### src/rtl/window_accum_pkg.sv
// Shared types and sizing for the window accumulator.
//   DATA_WIDTH : input sample width
//   WINDOW     : samples per window (2..16)
//   SUM_WIDTH  : wide enough that WINDOW full-scale samples never wrap
//   CNT_WIDTH  : holds 0..WINDOW
//   state_t    : IDLE / ACCUM / LAST / STALL, decoded from count and flags
//   result_t   : one buffered window result {sum, samples, partial}
package window_accum_pkg;
   localparam int DATA_WIDTH = 8;
   localparam int WINDOW     = 4;
   localparam int SUM_WIDTH  = DATA_WIDTH + $clog2(WINDOW);
   localparam int CNT_WIDTH  = $clog2(WINDOW + 1);

   typedef enum logic [1:0] {
      IDLE,
      ACCUM,
      LAST,
      STALL
   } state_t;

   typedef struct packed {
      logic [SUM_WIDTH-1:0] sum;
      logic [CNT_WIDTH-1:0] samples;
      logic                 partial;
   } result_t;
endpackage

### src/rtl/window_accumulator_if.sv
// Sample-in / result-out handshake bundle for the window accumulator.
//   in_data, in_valid, in_ready : sample stream (accept on valid && ready)
//   flush                       : single-cycle request to close the open window
//   out_sum, out_samples,
//   out_partial, out_valid,
//   out_ready                   : head of the result buffer (pop on valid && ready)
// modport master : the producer/consumer side driving samples and out_ready
// modport slave  : the accumulator itself
interface window_accumulator_if;
   import window_accum_pkg::*;

   logic [DATA_WIDTH-1:0] in_data;
   logic                  in_valid;
   logic                  in_ready;
   logic                  flush;
   logic [SUM_WIDTH-1:0]  out_sum;
   logic [CNT_WIDTH-1:0]  out_samples;
   logic                  out_partial;
   logic                  out_valid;
   logic                  out_ready;

   modport master (
      output in_data, in_valid, flush, out_ready,
      input  in_ready, out_sum, out_samples, out_partial, out_valid
   );

   modport slave (
      input  in_data, in_valid, flush, out_ready,
      output in_ready, out_sum, out_samples, out_partial, out_valid
   );
endinterface

### src/rtl/sync_fifo2.sv
// Two-entry FIFO of window results.
//   clock, reset : rising-edge clock, asynchronous active-high reset
//   push, push_data : write one entry (ignored when full)
//   pop             : drop the head entry (ignored when empty)
//   head            : current head entry, held stable until popped
//   full, empty     : occupancy flags, purely registered
module sync_fifo2 import window_accum_pkg::*; (
   input  logic    clock,
   input  logic    reset,
   input  logic    push,
   input  result_t push_data,
   input  logic    pop,
   output result_t head,
   output logic    full,
   output logic    empty
);
   logic       wr_ptr_reg;
   logic       rd_ptr_reg;
   logic [1:0] fill_reg;
   logic       do_push;
   logic       do_pop;

   assign do_push = push && !full;
   assign do_pop  = pop && !empty;

   for (genvar gi = 0; gi < 2; gi++) begin : g_entry
      result_t entry_reg;
      always_ff @(posedge clock or posedge reset) begin
         if (reset) begin
            entry_reg <= '0;
         end else if (do_push && (wr_ptr_reg == 1'(gi))) begin
            entry_reg <= push_data;
         end
      end
   end

   always_ff @(posedge clock or posedge reset) begin
      if (reset) begin
         wr_ptr_reg <= 1'b0;
         rd_ptr_reg <= 1'b0;
         fill_reg   <= 2'd0;
      end else begin
         if (do_push) wr_ptr_reg <= !wr_ptr_reg;
         if (do_pop)  rd_ptr_reg <= !rd_ptr_reg;
         fill_reg <= fill_reg + {1'b0, do_push} - {1'b0, do_pop};
      end
   end

   assign head  = rd_ptr_reg ? g_entry[1].entry_reg : g_entry[0].entry_reg;
   assign full  = (fill_reg == 2'd2);
   assign empty = (fill_reg == 2'd0);
endmodule

### src/rtl/window_accumulator.sv
// Sums each window of WINDOW samples and queues the sums in a 2-entry buffer.
// A flush closes a partially filled window early (result marked partial).
//   clock, reset : rising-edge clock, asynchronous active-high reset
//   bus (slave)  : sample input handshake, flush, result output handshake
// in_ready is decoded only from registered state, so a pop never reaches
// in_ready combinationally; space freed by a pop is seen one cycle later.
module window_accumulator (
   input logic           clock,
   input logic           reset,
   window_accumulator_if.slave bus
);
   import window_accum_pkg::*;

   localparam logic [CNT_WIDTH-1:0] FULL_COUNT = CNT_WIDTH'(WINDOW);
   localparam logic [CNT_WIDTH-1:0] LAST_COUNT = CNT_WIDTH'(WINDOW - 1);

   logic [SUM_WIDTH-1:0] acc_reg;
   logic [SUM_WIDTH-1:0] acc_next;
   logic [CNT_WIDTH-1:0] count_reg;
   logic [CNT_WIDTH-1:0] count_next;
   logic                 flush_pending_reg;
   logic                 flush_pending_next;

   logic [SUM_WIDTH-1:0] win_sum;
   logic [CNT_WIDTH-1:0] win_count;
   state_t               state;
   logic                 accept;
   logic                 close;
   logic                 push;
   logic                 pop;
   logic                 fifo_full;
   logic                 fifo_empty;
   result_t              push_data;
   result_t              head;

   // Window phase, decoded from the counters rather than kept as its own
   // register. STALL means a close is owed but the buffer has no room.
   always_comb begin
      state = IDLE;
      if (fifo_full && (count_reg == LAST_COUNT || flush_pending_reg)) begin
         state = STALL;
      end else if (count_reg == LAST_COUNT) begin
         state = LAST;
      end else if (count_reg != '0) begin
         state = ACCUM;
      end
   end

   always_comb begin
      accept    = bus.in_valid && (state != STALL);
      // Sum and count including this cycle's sample, so a flush or the
      // final sample closes the window with that sample folded in.
      win_sum   = acc_reg + (accept ? SUM_WIDTH'(bus.in_data) : '0);
      win_count = count_reg + (accept ? CNT_WIDTH'(1) : '0);
      close     = (win_count == FULL_COUNT) ||
                  ((bus.flush || flush_pending_reg) && (win_count != '0));
      push      = close && !fifo_full;
      push_data = '{sum: win_sum, samples: win_count, partial: (win_count != FULL_COUNT)};
      acc_next  = push ? '0 : win_sum;
      count_next = push ? '0 : win_count;
      // A full window cannot be owed while full (in_ready blocks its last
      // sample), so an unserved close here is always a flush.
      flush_pending_next = close && fifo_full;
   end

   always_ff @(posedge clock or posedge reset) begin
      if (reset) begin
         acc_reg           <= '0;
         count_reg         <= '0;
         flush_pending_reg <= 1'b0;
      end else begin
         acc_reg           <= acc_next;
         count_reg         <= count_next;
         flush_pending_reg <= flush_pending_next;
      end
   end

   assign pop = !fifo_empty && bus.out_ready;

   sync_fifo2 u_fifo (
      .clock     (clock),
      .reset     (reset),
      .push      (push),
      .push_data (push_data),
      .pop       (pop),
      .head      (head),
      .full      (fifo_full),
      .empty     (fifo_empty)
   );

   assign bus.in_ready    = (state != STALL);
   assign bus.out_valid   = !fifo_empty;
   assign bus.out_sum     = head.sum;
   assign bus.out_samples = head.samples;
   assign bus.out_partial = head.partial;
endmodule
### src/flat_wrapper.sv
// flat-port wrapper written by rule: the top's interface ports become plain ports
module window_accumulator_flat import window_accum_pkg::*;
  (clock, reset, bus_in_data, bus_in_valid, bus_flush, bus_out_ready, bus_in_ready, bus_out_sum, bus_out_samples, bus_out_partial, bus_out_valid);
  window_accumulator_if bus_i ();
  input logic clock;
  input logic reset;
  input wire logic [$bits(bus_i.in_data)-1:0] bus_in_data;
  input wire logic [$bits(bus_i.in_valid)-1:0] bus_in_valid;
  input wire logic [$bits(bus_i.flush)-1:0] bus_flush;
  input wire logic [$bits(bus_i.out_ready)-1:0] bus_out_ready;
  output wire logic [$bits(bus_i.in_ready)-1:0] bus_in_ready;
  output wire logic [$bits(bus_i.out_sum)-1:0] bus_out_sum;
  output wire logic [$bits(bus_i.out_samples)-1:0] bus_out_samples;
  output wire logic [$bits(bus_i.out_partial)-1:0] bus_out_partial;
  output wire logic [$bits(bus_i.out_valid)-1:0] bus_out_valid;
  assign bus_i.in_data = bus_in_data;
  assign bus_i.in_valid = bus_in_valid;
  assign bus_i.flush = bus_flush;
  assign bus_i.out_ready = bus_out_ready;
  assign bus_in_ready = bus_i.in_ready;
  assign bus_out_sum = bus_i.out_sum;
  assign bus_out_samples = bus_i.out_samples;
  assign bus_out_partial = bus_i.out_partial;
  assign bus_out_valid = bus_i.out_valid;
  window_accumulator u_core (.clock(clock), .reset(reset), .bus(bus_i));
endmodule
### config.mk
export PLATFORM = sky130hd
export DESIGN_NAME = window_accumulator_flat
export DESIGN_NICKNAME = d
export VERILOG_FILES = /design/src/rtl/window_accum_pkg.sv /design/src/rtl/window_accumulator_if.sv /design/src/rtl/sync_fifo2.sv /design/src/rtl/window_accumulator.sv /design/src/flat_wrapper.sv
export SDC_FILE = /design/constraint.sdc
export NUM_CORES = 1
export LEC_CHECK = 0
export BUFFER_PORTS_ARGS = -buffer_cell sky130_fd_sc_hd__buf_2
export CAP_MARGIN = 20
export CELL_PAD_IN_SITES_DETAIL_PLACEMENT = 1
export CELL_PAD_IN_SITES_GLOBAL_PLACEMENT = 2
export CORE_MARGIN = 5
export CORE_UTILIZATION = 37
export CTS_BUF_LIST = sky130_fd_sc_hd__clkbuf_8
export CTS_CLUSTER_DIAMETER = 30
export DETAILED_ROUTE_END_ITERATION = 8
export HOLD_SLACK_MARGIN = 0.03
export PLACE_DENSITY = 0.8
export SLEW_MARGIN = 20
export SYNTH_ARGS = -nofsm -noshare
export SYNTH_HDL_FRONTEND = slang
export SYNTH_SLANG_ARGS = --single-unit
### constraint.sdc
create_clock -name clock -period 3 [get_ports clock]
set_input_delay 0 -clock clock [delete_from_list [all_inputs] [get_ports clock]]
set_output_delay 0 -clock clock [all_outputs]
set_load 0.005 [all_outputs]
-- After elaboration in Yosys (flattened, before gate mapping)
Cells that the tools add are included.
- add/subtract/negate cells: 4
- bitwise logic cells: 1
- equality and inequality tests: 5
- mux-type cells: 8
- reduce and logical (&&, ||, !) cells: 20
- operators with widths (cell ; number):
    $mux W14 ; 1
    $add A10 B10 Y10 ; 1
    $logic_and A1 B1 Y1 ; 10
    $mux W10 ; 1
    $mux W8 ; 1
    $reduce_bool A3 Y1 ; 2
    $logic_not A1 Y1 ; 4
    $mux W2 ; 2
    $add A3 B3 Y3 ; 1
    $eq A3 B2 Y1 const B ; 1
    $eq A3 B3 Y1 const B ; 1
    $logic_or A1 B1 Y1 ; 3
    $mux W3 ; 1
    $ne A3 B3 Y1 const B ; 1
    $add A2 B1 Y2 ; 1
    $eq A2 B2 Y1 const B ; 1
    $logic_not A2 Y1 ; 1
    $mux W1 ; 2
    $ne A2 B2 Y1 const B ; 1
    $sub A2 B1 Y2 ; 1
    $not A1 Y1 ; 1
- word-level logic and storage cells: 50
- input port bits: 13
- bits in registers: 46

-- Longest topological paths before layout
- depth after elaboration: 15
- mapped depth: 15
- mapped depth without buffers: 15

-- Cells and area by module
Synthesis repeated with hierarchy kept, for this count alone.
- cells, all modules: 199
- area, all modules: 2503.7 um^2
- by module, submodules not included (module ; area each (um^2) ; cells an instance ; instances):
    sync_fifo2 ; 1486.4 ; 94 ; 1
    window_accumulator ; 1017.2 ; 105 ; 1

-- Worst setup path after synthesis
OpenSTA, ideal clock, no wires.
- path kind: register -> register
- start point: register u_core.u_fifo.fill_reg[1]
- end point: register u_core.u_fifo.fill_reg[1]
- path buffers: 0
- slack: -220 ps
- arrival: 3098 ps
- data required time: 2877 ps
- stages on the path, launching flop included: 15
- cell sequence: dfrtp_1 nor2b_1 o21ai_1 and2_1 ha_1 ha_1 nor2_1 nor3_2 nor3_2 inv_2 ha_1 inv_1 ha_1 xnor2_1 xnor2_1
- RTL lines (element ; RTL line ; source):
    start, declared ; sync_fifo2.sv:19 ; logic [1:0] fill_reg;
    start signal, assigned ; sync_fifo2.sv:45 ; fill_reg <= fill_reg + {1'b0, do_push} - {1'b0, do_pop};

==> impl_results.md <==
* Synth area leaders: dfrtp_1 47%, mux2_2 9.7%, ha_1 6.1%
* Final Critical Period at 2850 ps
* Clock latency on the worst-skew pair at approximately 300 ps
* Max Freq at 0.350 GHz
* FF+latch count, synth at 46
* Cell variety after synth at 38
* Layout Nets at 268
* Critical Path End Type: register
* Hold Fails Final Rpt at 0
* Max Cap Violations at 0
* DIE AREA at 8340 um^2
* PortBufs at 28
* Worst path max stage delay at approximately 430 ps
* Final cell count without fillers at between 300 and 400
* Yosys top cell area share at 0.470
* Initial drt markers at 31
* CP Buf/Inv Count at 2
* Detail Route Antenna Nets at 0
* Cells after Synth at 201
* Congestion Overflow GR at 0
* Ant diodes at 0
* Largest register FFs at 28
* Final Max Tran Viols at 0
* Worst Path Required at 3220 ps
* WL final at 5.23 mm
* CTS HTree Levels at 2
* Worst IR Drop VDD at 0.590 mV
* Boundary pin count at 29
* Clk sinks at 46
* Final setup fails at 0
* Period Utilization, post-route at 0.951
* Asr flop ratio synth at 1.00
* Die height at 91.3 um
* Clock-pin slew on the worst setup and hold paths at 90 ps
* Final HPWL DP at 3.81 mm
* Final Wtd Congestion at ~0.76
* Synth Flop Type: dfrtp_1
* Vias in the first global route at 1780
* Vias per cell at 5.08
* Worst Tran Pin Value at 796 ps
* Worst slew margin relative to its limit at 0.469
* Pwr/cell area at 1180 nW/um^2
* Lkg Pwr at about 1.4 nW
* CP delay by family, top: adder cells
* DR WL/cell at roughly 16 um
* Die X at 91.3 um
* Synth cell count leaders: 46 x dfrtp_1, 21 x mux2_2, 12 x ha_1, 10 x a21oi_1, 10 x mux2_1
* Post-Syn Area per Cell at 12.2 um^2
* CORE AREA at 6390 um^2
* Seq/Total Area, Yosys at 0.470
* Synth warn at 0
* P&R area growth vs syn at 17.5%
* CP max FO at 7
* Count leader, synth: dfrtp_1
* First-pass GRT wire length at 8.80 mm
* Vias at 1625
* Setup slack at placement at 112 ps
* Clk buf depth at 2
* Largest net degree at the start of global routing at 47
* Row count at 29
* Synth Cell Area at 2450 um^2
* Post-Syn Nets at 227
* Fraction of layout cells with a size suffix above 1 at 0.354
* Arr. time, crit path at about 3000 ps
* Initial Util at 0.383
* CTS tree: built
* All-Layer GR Usage at 0.129
* Clk root buf: clkbuf_8
* Tightest Hold Check Type: in2reg
* Status: completed
* Initial antenna violation count at 0
* Setup crit start kind: register
* Final Util at 0.450
* Post-synth EDFFs at 0
* CP Cell Sequence: nor2b_4, o21ai_2, and2_1, ha_1, ha_1, nor2_2, nor3_2, nor3_4, inv_2, ha_1, inv_1, ha_1, xnor2_1, xnor2_1
* Slowest CP cell: dfrtp_1
* Total CTS buffers at 5
* Remaining DRCs at 0
* CP most frequent cell: ha_1
* Critical path type: reg2reg
* Setup ws final at between 100 and 150 ps
* Worst Skew at 9.28 ps
* Area leader, netlist: dfrtp_1
* Pre-Repair DR Iteration Count at 4
* Placed Cells at around 300
-- cell usage in the layout (no fill, tap or decap), types with 2 or more instances in the layout --
master	synthesis	layout
a211o_1	2	2
a21o_1	4	4
a21oi_1	10	10
and2_1	8	8
and3_1	8	8
buf_2	0	28
buf_4	1	11
clkbuf_8	0	5
clkinvlp_4	0	2
dfrtp_1	46	46
ha_1	12	12
inv_1	5	4
mux2_1	10	10
mux2_2	21	21
mux2_4	7	7
nand2_1	5	5
nand2b_1	3	3
nor2_1	9	8
nor2b_1	8	7
nor3_1	2	2
nor3_4	0	2
o211ai_1	3	3
o21ai_0	4	4
xnor2_1	7	7
xor2_1	3	3
-- path summary, 6_finish.rpt --
| path | startpoint | to | slack, ps | depth (start not counted) |
|---|---|---|---|---|
| worst max-delay path | u_core.u_fifo.fill_reg[1]$_DFF_PP0_ | u_core.u_fifo.fill_reg[1]$_DFF_PP0_ | 150 | 14 |
| worst min-delay path | bus_out_ready | u_core.u_fifo.rd_ptr_reg$_DFFE_PP0P_ | 40 | 3 |
| worst max register to register | u_core.u_fifo.fill_reg[1]$_DFF_PP0_ | u_core.u_fifo.fill_reg[1]$_DFF_PP0_ | 150 | 14 |
| worst min register to register | u_core.u_fifo.g_entry[1].entry_reg[0]$_DFFE_PP0P_ | u_core.u_fifo.g_entry[1].entry_reg[0]$_DFFE_PP0P_ | 490 | 1 |
| max in group asynchronous | reset | u_core.u_fifo.g_entry[1].entry_reg[8]$_DFFE_PP0P_ | 2160 | 3 |
| min in group asynchronous | reset | u_core.acc_reg[3]$_DFF_PP0_ | 370 | 3 |
-- worst reg2reg max path, delay by kind of cell, from the launching register on --
family	cells	cell delay (ps)
DFF	1	430
xor gates and xnor gates	2	280
and+or+nand+nor	5	850
buffers and inverters	2	180
adders and majority gates	4	980
AOI/OAI and AO/OA	1	70
-- cells by family after synthesis --
family	after synthesis	share of synthesized area
muxes	38	0.186
and+or+nand+nor	53	0.136
DFF	46	0.470
adders and majority gates	13	0.0695
AOI/OAI and AO/OA	28	0.0700
buffers and inverters	12	0.0261
xor gates and xnor gates	11	0.0424
-- cell type report --
cell class	count	area, um^2
Clock buffer	5	68.8
Clock inverter	3	45.0
Fill cell	709	3510
Inverter	6	23.8
Multi-Input combinational cell	143	1260
Sequential cell	46	1150
Tap cell	77	96.3
Timing Repair Buffer	40	233
-- per-stage QoR --
stage	hold WS, ps	setup TNS, ps	power [W]	area, um^2
2_1_floorplan	228	0	0.00239	2460
3_5_place_dp	280	0	0.00294	2730
4_1_cts	40.1	0	0.00342	2850
5_1_grt	38.1	-8.88	0.00366	2880
6_report	42.5	0	0.00340	2880
3_3_place_gp	278	0	0.00289	2730
-- where the power goes --
group / switching [W] / internal (W)
Sequential: 0.000207 / 0.000925
Combinational: 0.000843 / 0.000961
Clock: 0.000215 / 0.000248
-- routing by layer --
metal,GRT usage,part of all wire,wire (um)
met4,0.0330,0.0080,42
met2,0.206,0.47,2470
met1,0.179,0.49,2540
met3,0.0264,0.033,175
met5,0,0,0
-- repair_timing --
action                                 in CTS  in global routing
resized for setup                           0                  2
endpoints found under the hold margin      46                  0
setup endpoints to repair                   0                  3
setup buffers                               0                  2
hold buffers                                1                  0
No activity file was read; power rests on OpenSTA's default activity.
